**src/rtl/shift_left_logical_seq.sv**
```systemverilog
// Multi-cycle left shifter: resolves one shamt bit per clock, ready/valid on both sides.
// Optional rotate-left mode is enabled by defining SHIFT_LEFT_ROTATE_EN.
module shift_left_logical_seq #(
    parameter int N = 32,
    parameter int S = $clog2(N)
) (
    input  logic         clk,
    input  logic         rst,
    input  logic         in_valid,
    output logic         in_ready,
    input  logic [N-1:0] in,
    input  logic [S-1:0] shamt,
`ifdef SHIFT_LEFT_ROTATE_EN
    input  logic         rotate,
`endif
    output logic         out_valid,
    input  logic         out_ready,
    output logic [N-1:0] out,
    output logic [1:0]   state_dbg_o
);

    // Handshake: a transfer happens on a rising clk edge where valid && ready;
    // in_ready is high only in IDLE, out_valid only in DONE, and out is held
    // stable from the rise of out_valid until the transfer.

    typedef enum logic [1:0] {
        IDLE  = 2'd0,
        SHIFT = 2'd1,
        DONE  = 2'd2
    } state_t;

    localparam int unsigned KL     = S - 1;
    localparam logic [S-1:0] K_LAST = KL[S-1:0];

    state_t         state_q;
    logic [N-1:0]   data_q;
    logic [N-1:0]   data_d;
    logic [S-1:0]   amt_q;
    logic [S-1:0]   k_q;
    logic [N-1:0]   out_q;
`ifdef SHIFT_LEFT_ROTATE_EN
    logic           rot_q;
`endif

    // Stage k moves the word by 2^k when amt_q[k] is set; only the current stage applies.
    always_comb begin
        data_d = data_q;
        for (int j = 0; j < S; j++) begin
            if (k_q == j[S-1:0] && amt_q[j]) begin
`ifdef SHIFT_LEFT_ROTATE_EN
                if (rot_q)
                    data_d = (data_q << (1 << j)) | (data_q >> (N - (1 << j)));
                else
                    data_d = data_q << (1 << j);
`else
                data_d = data_q << (1 << j);
`endif
            end
        end
    end

    always_ff @(posedge clk or posedge rst) begin
        if (rst) begin
            state_q <= IDLE;
            data_q  <= '0;
            amt_q   <= '0;
            k_q     <= '0;
            out_q   <= '0;
`ifdef SHIFT_LEFT_ROTATE_EN
            rot_q   <= 1'b0;
`endif
        end else begin
            case (state_q)
                IDLE: begin
                    if (in_valid) begin
                        data_q  <= in;
                        amt_q   <= shamt;
                        k_q     <= '0;
`ifdef SHIFT_LEFT_ROTATE_EN
                        rot_q   <= rotate;
`endif
                        state_q <= SHIFT;
                    end
                end
                SHIFT: begin
                    data_q <= data_d;
                    k_q    <= k_q + 1'b1;
                    if (k_q == K_LAST) begin
                        out_q   <= data_d;
                        state_q <= DONE;
                    end
                end
                DONE: begin
                    if (out_ready)
                        state_q <= IDLE;
                end
                default: state_q <= IDLE;
            endcase
        end
    end

    assign in_ready    = (state_q == IDLE);
    assign out_valid   = (state_q == DONE);
    assign out         = out_q;
    assign state_dbg_o = state_q;

endmodule

```
**config.mk**
```make
export PLATFORM = sky130hd
export DESIGN_NAME = shift_left_logical_seq
export DESIGN_NICKNAME = d
export VERILOG_FILES = /design/src/rtl/shift_left_logical_seq.sv
export SDC_FILE = /design/constraint.sdc
export NUM_CORES = 1
export LEC_CHECK = 0
export ABC_CLOCK_PERIOD_IN_PS = 2800
export BUFFER_PORTS_ARGS = -buffer_cell sky130_fd_sc_hd__clkbuf_2
export CAP_MARGIN = 20
export CORE_ASPECT_RATIO = 2
export CORE_MARGIN = 3
export CORE_UTILIZATION = 45
export DETAILED_ROUTE_END_ITERATION = 10
export PLACE_DENSITY = 0.75
export SLEW_MARGIN = 20
export SYNTH_ARGS = -nofsm -noshare
export SYNTH_HDL_FRONTEND = slang
export SYNTH_SLANG_ARGS = --single-unit
```
**constraint.sdc**
```tcl
create_clock -name clk -period 2.8 [get_ports clk]
set_clock_uncertainty 0.05 [all_clocks]
set_input_delay 0.28 -clock clk [delete_from_list [all_inputs] [get_ports clk]]
set_output_delay 0.28 -clock clk [all_outputs]
set_load 0.02 [all_outputs]
```
==> results of run 1 <==
metrics by stage:
step | utilization (%) | power, µW | instance area, µm² | std cells
after floorplan | - | 4540 | 4350 | 476
after global placement | 51.4 | 5580 | 4820 | 626
after detailed placement | 51.4 | 5700 | 4820 | 626
after CTS | 55.1 | 7040 | 5170 | 642
after global routing | 55.1 | 7520 | 5170 | 642
final | 55.1 | 7080 | 5170 | 642
path summary, 6_finish.rpt:
kind	from	end	slack, ns	cells after the start
hold reg to reg	out[14]	out[14]	0.43	1
setup reg to reg	k_q[0]	out[16]	0.32	8
setup / recovery	k_q[0]	out[16]	0.32	8
hold / removal	out_ready	state_dbg_o[1]	0.07	2
min in group asynchronous	rst	out[28]	0.44	3
max in group asynchronous	rst	out[15]	1.56	4
synth_stat cells (3+ instances only):
cell type / number
clkbuf_2: 3
nand2b_1: 3
a222oi_1: 14
clkbuf_1: 35
mux2i_1: 8
a2111o_1: 4
o41ai_1: 4
nand4_1: 3
and3_1: 8
nand2_1: 54
nor2_1: 26
o22ai_1: 5
a221o_1: 20
nand3_1: 11
mux2_2: 15
a21oi_1: 32
o221ai_1: 3
buf_2: 8
dfrtp_1: 76
o21ai_1: 5
a22oi_1: 23
a21o_1: 6
o21ai_0: 67
inv_1: 6
o211ai_1: 3
ha_1: 4
registers in the layout (all words and copies together), names as in the netlist:
signal	flops
out	32
amt_q	5
state_dbg_o	2
data_q	32
k_q	5
routing by layer:
metal / track usage, % / routed length [µm] / share of wire [%]
met5: 0 / 0 / 0
met3: 4.44 / 1010 / 7.1
met4: 17.6 / 884 / 6.2
met2: 44.6 / 7490 / 53
met1: 30.8 / 4870 / 34
power breakdown:
part           leakage [µW]  internal (µW)  switching (µW)
Sequential         0.000948           1630             782
Combinational       0.00127           1390            1950
Clock              0.000158            867             463
area by class of cell:
type	instances	area [µm²]
clock buffer	9	225
fill	831	4210
tap	104	130
timing repair buffer	97	553
multi-input combinational	344	2220
clock inverter	6	114
sequential	76	1900
inverter	6	22.5
cells by family after synthesis:
kind of cell / after synthesis / synth area share, %
flip-flops: 76 / 43.7
AO/OA/AOI/OAI: 199 / 31.2
AND/OR/NAND/NOR: 118 / 12.8
adder cells (fa/ha/maj): 4 / 1.15
multiplexers: 23 / 5.72
buffers and inverters: 56 / 5.40
==> run summary, run 1 <==
fin. max-slew vios = 0
initial antenna violation count = 0
CTS H-tree lvls = 3
Post-DRT Antenna Nets = 0
largest net degree at the start of global routing = 39
Fin Hold WS = 0.0749 ns
worst-path cell chain = inv_1 -> ha_1 -> nor4b_4 -> nand2_1 -> buf_4 -> mux2_2 -> a21oi_1 -> o21ai_0
crit-path leading delay family = simple AND/OR/NAND/NOR gates
post-synthesis net count = 521
Synth top area share = 43.7%
Required @ worst endpoint = 2.96 ns
Tmin final = 2.48 ns
via count = 4274
WP buf/inv = 2
GPL Wtd Cong = 0.903
vias in the first global route = 4220
status = completed
number of enable flip-flop cells after synthesis = 0
PostCTS Resize Cnt = 0
number of CTS-inserted buffers = 9
DRC = 0
CTS sink count = 76
Die H = 145 µm
Final Cycle Share = 88.5%
Crit path arrival time = 2.64 ns
CTS Buffer Depth = 2
Post-CTS Setup Bufs = 0
Mapped Area = 0.00435 mm²
Inserted Diodes = 0
cts hold-fix bufs = 1
crit path max fanout = 12
Post-synth ARST share = 100%
# setup viols final = 0
first-pass GRT wire length = 22.5 mm
Seq/Total Area, Yosys = 43.7%
Die W = 75.5 µm
TritonRoute pass-1 iters = 6
synthesized flop and latch total = 76
Yosys warning count = 0
1st-iter DRT viols = 612
Ports = 77
CTS tree = built
Rel. slew slack = 55.5%
min-delay worst type = in -> reg
ys flop type = dfrtp_1
top post-synthesis cells by area = dfrtp_1 44%, o21ai_0 7.7%, nand2_1 4.7%, a221o_1 4.6%, a22oi_1 4.0%
Crit Path Category = reg -> reg
DR vias/cell = 6.66
CP max stage delay = 0.44 ns
Worst-path clk slew = 0.06 ns
CP startpoint kind = flip-flop
setup ws final = 0.321 ns
Initial Util = 46.4%
die area = 0.0110 mm²
Hold Fails Final Rpt = 0
TNS Setup = 0 ns
Crit. End Element = flip-flop
Avg Cell Area, Syn = 9.14 µm²
FMAX = 0.403 GHz
number of distinct library cells after synthesis = 49
wire per inst = 22.2 µm
CP max-delay cell = dfrtp_1
maximum VDD drop = 0.493 mV
Rows = 50
Clk Latency, worst-skew pair = 0.34 ns
GRT Util Overall = 27.1%
Worst-Margin Slew = 0.668 ns
max_cap viols = 0
nets@finish = 579
grt total ovfl = 0
Synth area leader = dfrtp_1
final WL = 14.3 mm
RSZ-0062 raised after global routing = false
pre-CTS setup slack = 0.333 ns
dpl hpwl = 10.3 mm
commonest cells after routing, fill and taps aside = 76 x dfrtp_1, 76 x clkbuf_2, 67 x o21ai_0, 54 x nand2_1, 32 x a21oi_1
P_leak = 0.00238 µW
Port Buffer Count = 76
root buffer cell = clkbuf_16
layout cells sized above 1 = 24.9%
area added between synthesis and finish = 18.8%
Cell Pwr Density = 1370 mW/mm²
Post-Syn Instances = 476
Core ar. = 0.00938 mm²
Note: power is estimated with default switching activity, not from simulation.
==> run 2: changes to the inputs <==
--- a/config.mk
+++ b/config.mk
@@ -12,7 +12,7 @@
 export CORE_MARGIN = 3
 export CORE_UTILIZATION = 45
 export DETAILED_ROUTE_END_ITERATION = 10
-export PLACE_DENSITY = 0.75
+export PLACE_DENSITY = 0.72
 export SLEW_MARGIN = 20
 export SYNTH_ARGS = -nofsm -noshare
 export SYNTH_HDL_FRONTEND = slang
==> run summary, run 2 (synthesized netlist as in run 1, its figures left out) <==
status = completed
number of CTS-inserted buffers = 9
CP startpoint kind = flip-flop
P_leak = 0.00240 µW
met2 Use GR = 46.5%
Final Cycle Share = 88.8%
Rel. slew slack = 54.9%
Inserted Diodes = 0
CTS Buffer Depth = 2
1st-iter DRT viols = 652
dpl hpwl = 10.7 mm
CTS tree = built
Cell Pwr Density = 1390 mW/mm²
placed insts = 627
Hold Fails Final Rpt = 0
largest net degree at the start of global routing = 39
via count = 4376
initial antenna violation count = 0
fin. max-slew vios = 0
GR Layer Usage met3 = 5.76%
Crit path arrival time = 2.69 ns
CTS H-tree lvls = 3
CP max-delay cell = a2111o_1
Crit. End Element = flip-flop
Tmin final = 2.49 ns
DRC = 0
die area = 0.0110 mm²
Util after Layout = 55.3%
layout cells sized above 1 = 25.0%
first-pass GRT wire length = 23.7 mm
Die H = 145 µm
grt total ovfl = 0
GPL Wtd Cong = 0.932
Initial Util = 46.4%
Post-CTS Setup Bufs = 0
maximum VDD drop = 0.583 mV
placed cell areas = 0.00483 mm²
area added between synthesis and finish = 19.2%
Die W = 75.5 µm
wire per inst = 23.4 µm
Rows = 50
TNS Setup = 0 ns
nets@finish = 580
Worst-path clk slew = 0.06 ns
# setup viols final = 0
commonest cells after routing, fill and taps aside = 76 x dfrtp_1, 76 x clkbuf_2, 67 x o21ai_0, 54 x nand2_1, 32 x a21oi_1
final instance area = 0.00519 mm²
Required @ worst endpoint = 3.01 ns
Power Total = 7220 µW
FMAX = 0.402 GHz
global route hottest layer = met2
Worst-Margin Slew = 0.676 ns
Post-DRT Antenna Nets = 0
HP Start = out_ready
CTS sink count = 76
Port Buffer Count = 76
Critical Path Start = k_q[0]
worst-path cell chain = inv_1 -> ha_1 -> nor4b_4 -> and2_1 -> buf_4 -> mux2i_1 -> a2111o_1 -> o21ai_0
Core ar. = 0.00938 mm²
TritonRoute pass-1 iters = 7
R2R Path Start = k_q[0]
root buffer cell = clkbuf_16
Crit Path Category = reg -> reg
Ports = 77
GRT Util Overall = 28.6%
crit path max fanout = 11
max_cap viols = 0
CP max stage delay = 0.44 ns
vias in the first global route = 4536
global-route met1 utilization = 30.8%
DR vias/cell = 6.80
final WL = 15.1 mm
Clk Latency, worst-skew pair = 0.34 ns
fin cells = 644
min-delay worst type = in -> reg
RSZ-0062 raised after global routing = false
-- run 2: metal layers --
layer	up-vias	share of wire [%]
li1	1929	-
met1	2092	33
met2	269	53
met3	86	7.0
met4	0	7.5
met5	-	0
-- run 2: final cells by class --
cell class                 instances  area (µm²)
inverter                           6        22.5
sequential                        76        1900
timing repair buffer              98         561
multi-input combinational        344        2220
tap                              104         130
clock buffer                      12         256
clock inverter                     4        95.1
fill                             849        4190
-- run 2: metrics by stage --
stage | setup slack [ns] | hold WS [ns]
6_report | 0.315 | 0.0779
4_1_cts | 0.360 | 0.0786
3_3_place_gp | 0.495 | 0.335
3_5_place_dp | 0.380 | 0.338
2_1_floorplan | 0.532 | 0.335
5_1_grt | 0.126 | 0.0940
-- run 2: power by group --
part	leakage, µW	switching [µW]	internal (µW)
Sequential	0.000948	828	1630
Combinational	0.00128	1990	1390
Clock	0.000173	456	918
-- run 2: worst max-delay path: cells and delay by family (launching register included) --
kind / cells / cell delay (ns)
muxes: 1 / 0.11
DFF: 1 / 0.43
adders and majority gates: 1 / 0.18
and+or+nand+nor: 2 / 0.64
AOI/OAI and AO/OA: 2 / 0.60
buffers and inverters: 2 / 0.39
-- run 2: worst paths after layout --
| path | endpoint | slack [ns] | cells past startpoint |
|---|---|---|---|
| worst max-delay path | out[6] | 0.31 | 8 |
| worst min-delay path | state_dbg_o[1] | 0.08 | 2 |
| worst max register to register | out[6] | 0.31 | 8 |
| worst min register to register | out[14] | 0.43 | 1 |
| max in group asynchronous | data_q[11] | 1.54 | 4 |
| min in group asynchronous | data_q[28] | 0.51 | 3 |
-- run 2: timing repair --
action | CTS | global route
endpoints found under the hold margin | 27 | 0
resized for setup | 0 | 0
hold buffers | 1 | 0
==> run 3: changes to the inputs <==
--- a/config.mk
+++ b/config.mk
@@ -11,7 +11,9 @@
 export CORE_ASPECT_RATIO = 2
 export CORE_MARGIN = 3
 export CORE_UTILIZATION = 45
+export CTS_BUF_LIST = sky130_fd_sc_hd__clkbuf_2
 export DETAILED_ROUTE_END_ITERATION = 10
+export GPL_ROUTABILITY_DRIVEN = 0
 export PLACE_DENSITY = 0.72
 export SLEW_MARGIN = 20
 export SYNTH_ARGS = -nofsm -noshare
==> run summary, run 3 (synthesized netlist as in run 1, its figures left out) <==
status = completed
Clk Latency, worst-skew pair = 0.58 ns
Final Cycle Share = 88.6%
Rel. slew slack = 46.4%
vias in the first global route = 4435
DRC = 0
maximum VDD drop = 0.524 mV
1st-iter DRT viols = 523
wire per inst = 21.9 µm
dpl hpwl = 10.5 mm
DR vias/cell = 6.55
clock power share = 10.5%
grt total ovfl = 0
root buffer cell = clkbuf_2
reg2reg end = data_q[5]
CTS H-tree lvls = 3
global route hottest layer = met2
CTS tree = built
Sw Share = 48.9%
global-route met1 utilization = 31.3%
Worst-path clk slew = 0.21 ns
max_cap viols = 0
min-delay worst type = in -> reg
final WL = 14.9 mm
FF-to-FF path depth = 8
FMAX = 0.403 GHz
area of the multi-input gates = 0.00222 mm²
CTS sink count = 76
GRT Util Overall = 28.3%
Rows = 50
layout cells sized above 1 = 23.5%
register area = 0.00190 mm²
nets@finish = 616
Psw = 3180 µW
Post-DRT Antenna Nets = 0
CP startpoint kind = flip-flop
# setup viols final = 0
Initial Util = 46.4%
worst setup path end = data_q[5]
initial antenna violation count = 1
Worst-Margin Slew = 0.803 ns
commonest non-fill, non-tap cell in the layout = clkbuf_2
Required @ worst endpoint = 3.26 ns
Core ar. = 0.00938 mm²
Pint = 3320 µW
Hold Fails Final Rpt = 0
die area = 0.0110 mm²
PostCTS Resize Cnt = 0
Logic pwr share = 52.2%
area added between synthesis and finish = 22.4%
Ports = 77
commonest cells after routing, fill and taps aside = 85 x clkbuf_2, 76 x dfrtp_1, 67 x o21ai_0, 54 x nand2_1, 37 x dlygate4sd3_1
reg2reg setup slack = 0.32 ns
GR Layer Usage met3 = 7.00%
Crit path arrival time = 2.94 ns
first-pass GRT wire length = 23.4 mm
crit path max fanout = 11
RSZ-0062 raised after global routing = false
met2 Use GR = 46.4%
P_leak = 0.00246 µW
placed insts = 627
Die W = 75.5 µm
fin cells = 680
Seq pwr share = 37.3%
via count = 4452
TNS Setup = 0 ns
Die H = 145 µm
Post-CTS Setup Bufs = 0
fillers = 847
Crit Path Category = reg -> reg
Tmin final = 2.48 ns
largest net degree at the start of global routing = 39
cts hold-fix bufs = 37
R2R Path Start = k_q[0]
Util after Layout = 56.8%
Fin Hold WS = 0.0483 ns
fin. max-slew vios = 0
number of CTS-inserted buffers = 9
Crit. End Element = flip-flop
Cell Pwr Density = 1220 mW/mm²
Critical Path Start = k_q[0]
TritonRoute pass-1 iters = 6
CTS Buffer Depth = 2
Port Buffer Count = 76
run 3: metrics by stage:
step           power [µW]  cell area [µm²]  setup WS (ns)
2_1_floorplan        4540             4350          0.532
3_3_place_gp         5610             4830          0.501
3_5_place_dp         5710             4830          0.368
4_1_cts              6420             5320          0.342
5_1_grt              6890             5330          0.183
6_report             6500             5330          0.320
run 3: cell type report:
type                       instances  area share [%]
multi-input combinational        344            41.7
timing repair buffer             134            17.3
clock inverter                     6            1.50
sequential                        76            35.7
inverter                           6           0.423
tap                              104            2.44
clock buffer                       9           0.846
antenna                            1          0.0470
run 3: per-layer routing:
metal | wire length (µm) | share of wire, %
met1 | 5090 | 34
met4 | 884 | 5.9
met5 | 0 | 0
met2 | 7890 | 53
met3 | 1020 | 6.9
run 3: worst max-delay path: stages, from the launching register on:
cell      delay, ns
dfrtp_1        0.48
inv_1          0.10
ha_1           0.18
nor4b_4        0.26
and2_1         0.37
buf_4          0.28
mux2i_1        0.10
a2111o_1       0.44
o21ai_0        0.18
run 3: worst min-delay path by stage:
| stage | slack, ns | startpoint | cells past startpoint | to |
|---|---|---|---|---|
| after floorplan | 0.34 | shamt[0] | 2 | amt_q[0] |
| after global placement | 0.40 | rst | 2 | state_dbg_o[1] |
| after detailed placement | 0.40 | rst | 2 | data_q[28] |
| after CTS | 0.02 | in[26] | 4 | data_q[26] |
| after global routing | 0.04 | in[26] | 4 | data_q[26] |
| final | 0.05 | in[26] | 4 | data_q[26] |
run 3: power by group through the flow:
stage	logic, µW	registers, µW	clock network, µW
2_1_floorplan	2290	2250	0
3_3_place_gp	3210	2390	0
3_5_place_dp	3310	2400	0
4_1_cts	3350	2380	690
5_1_grt	3680	2470	732
6_report	3390	2430	684
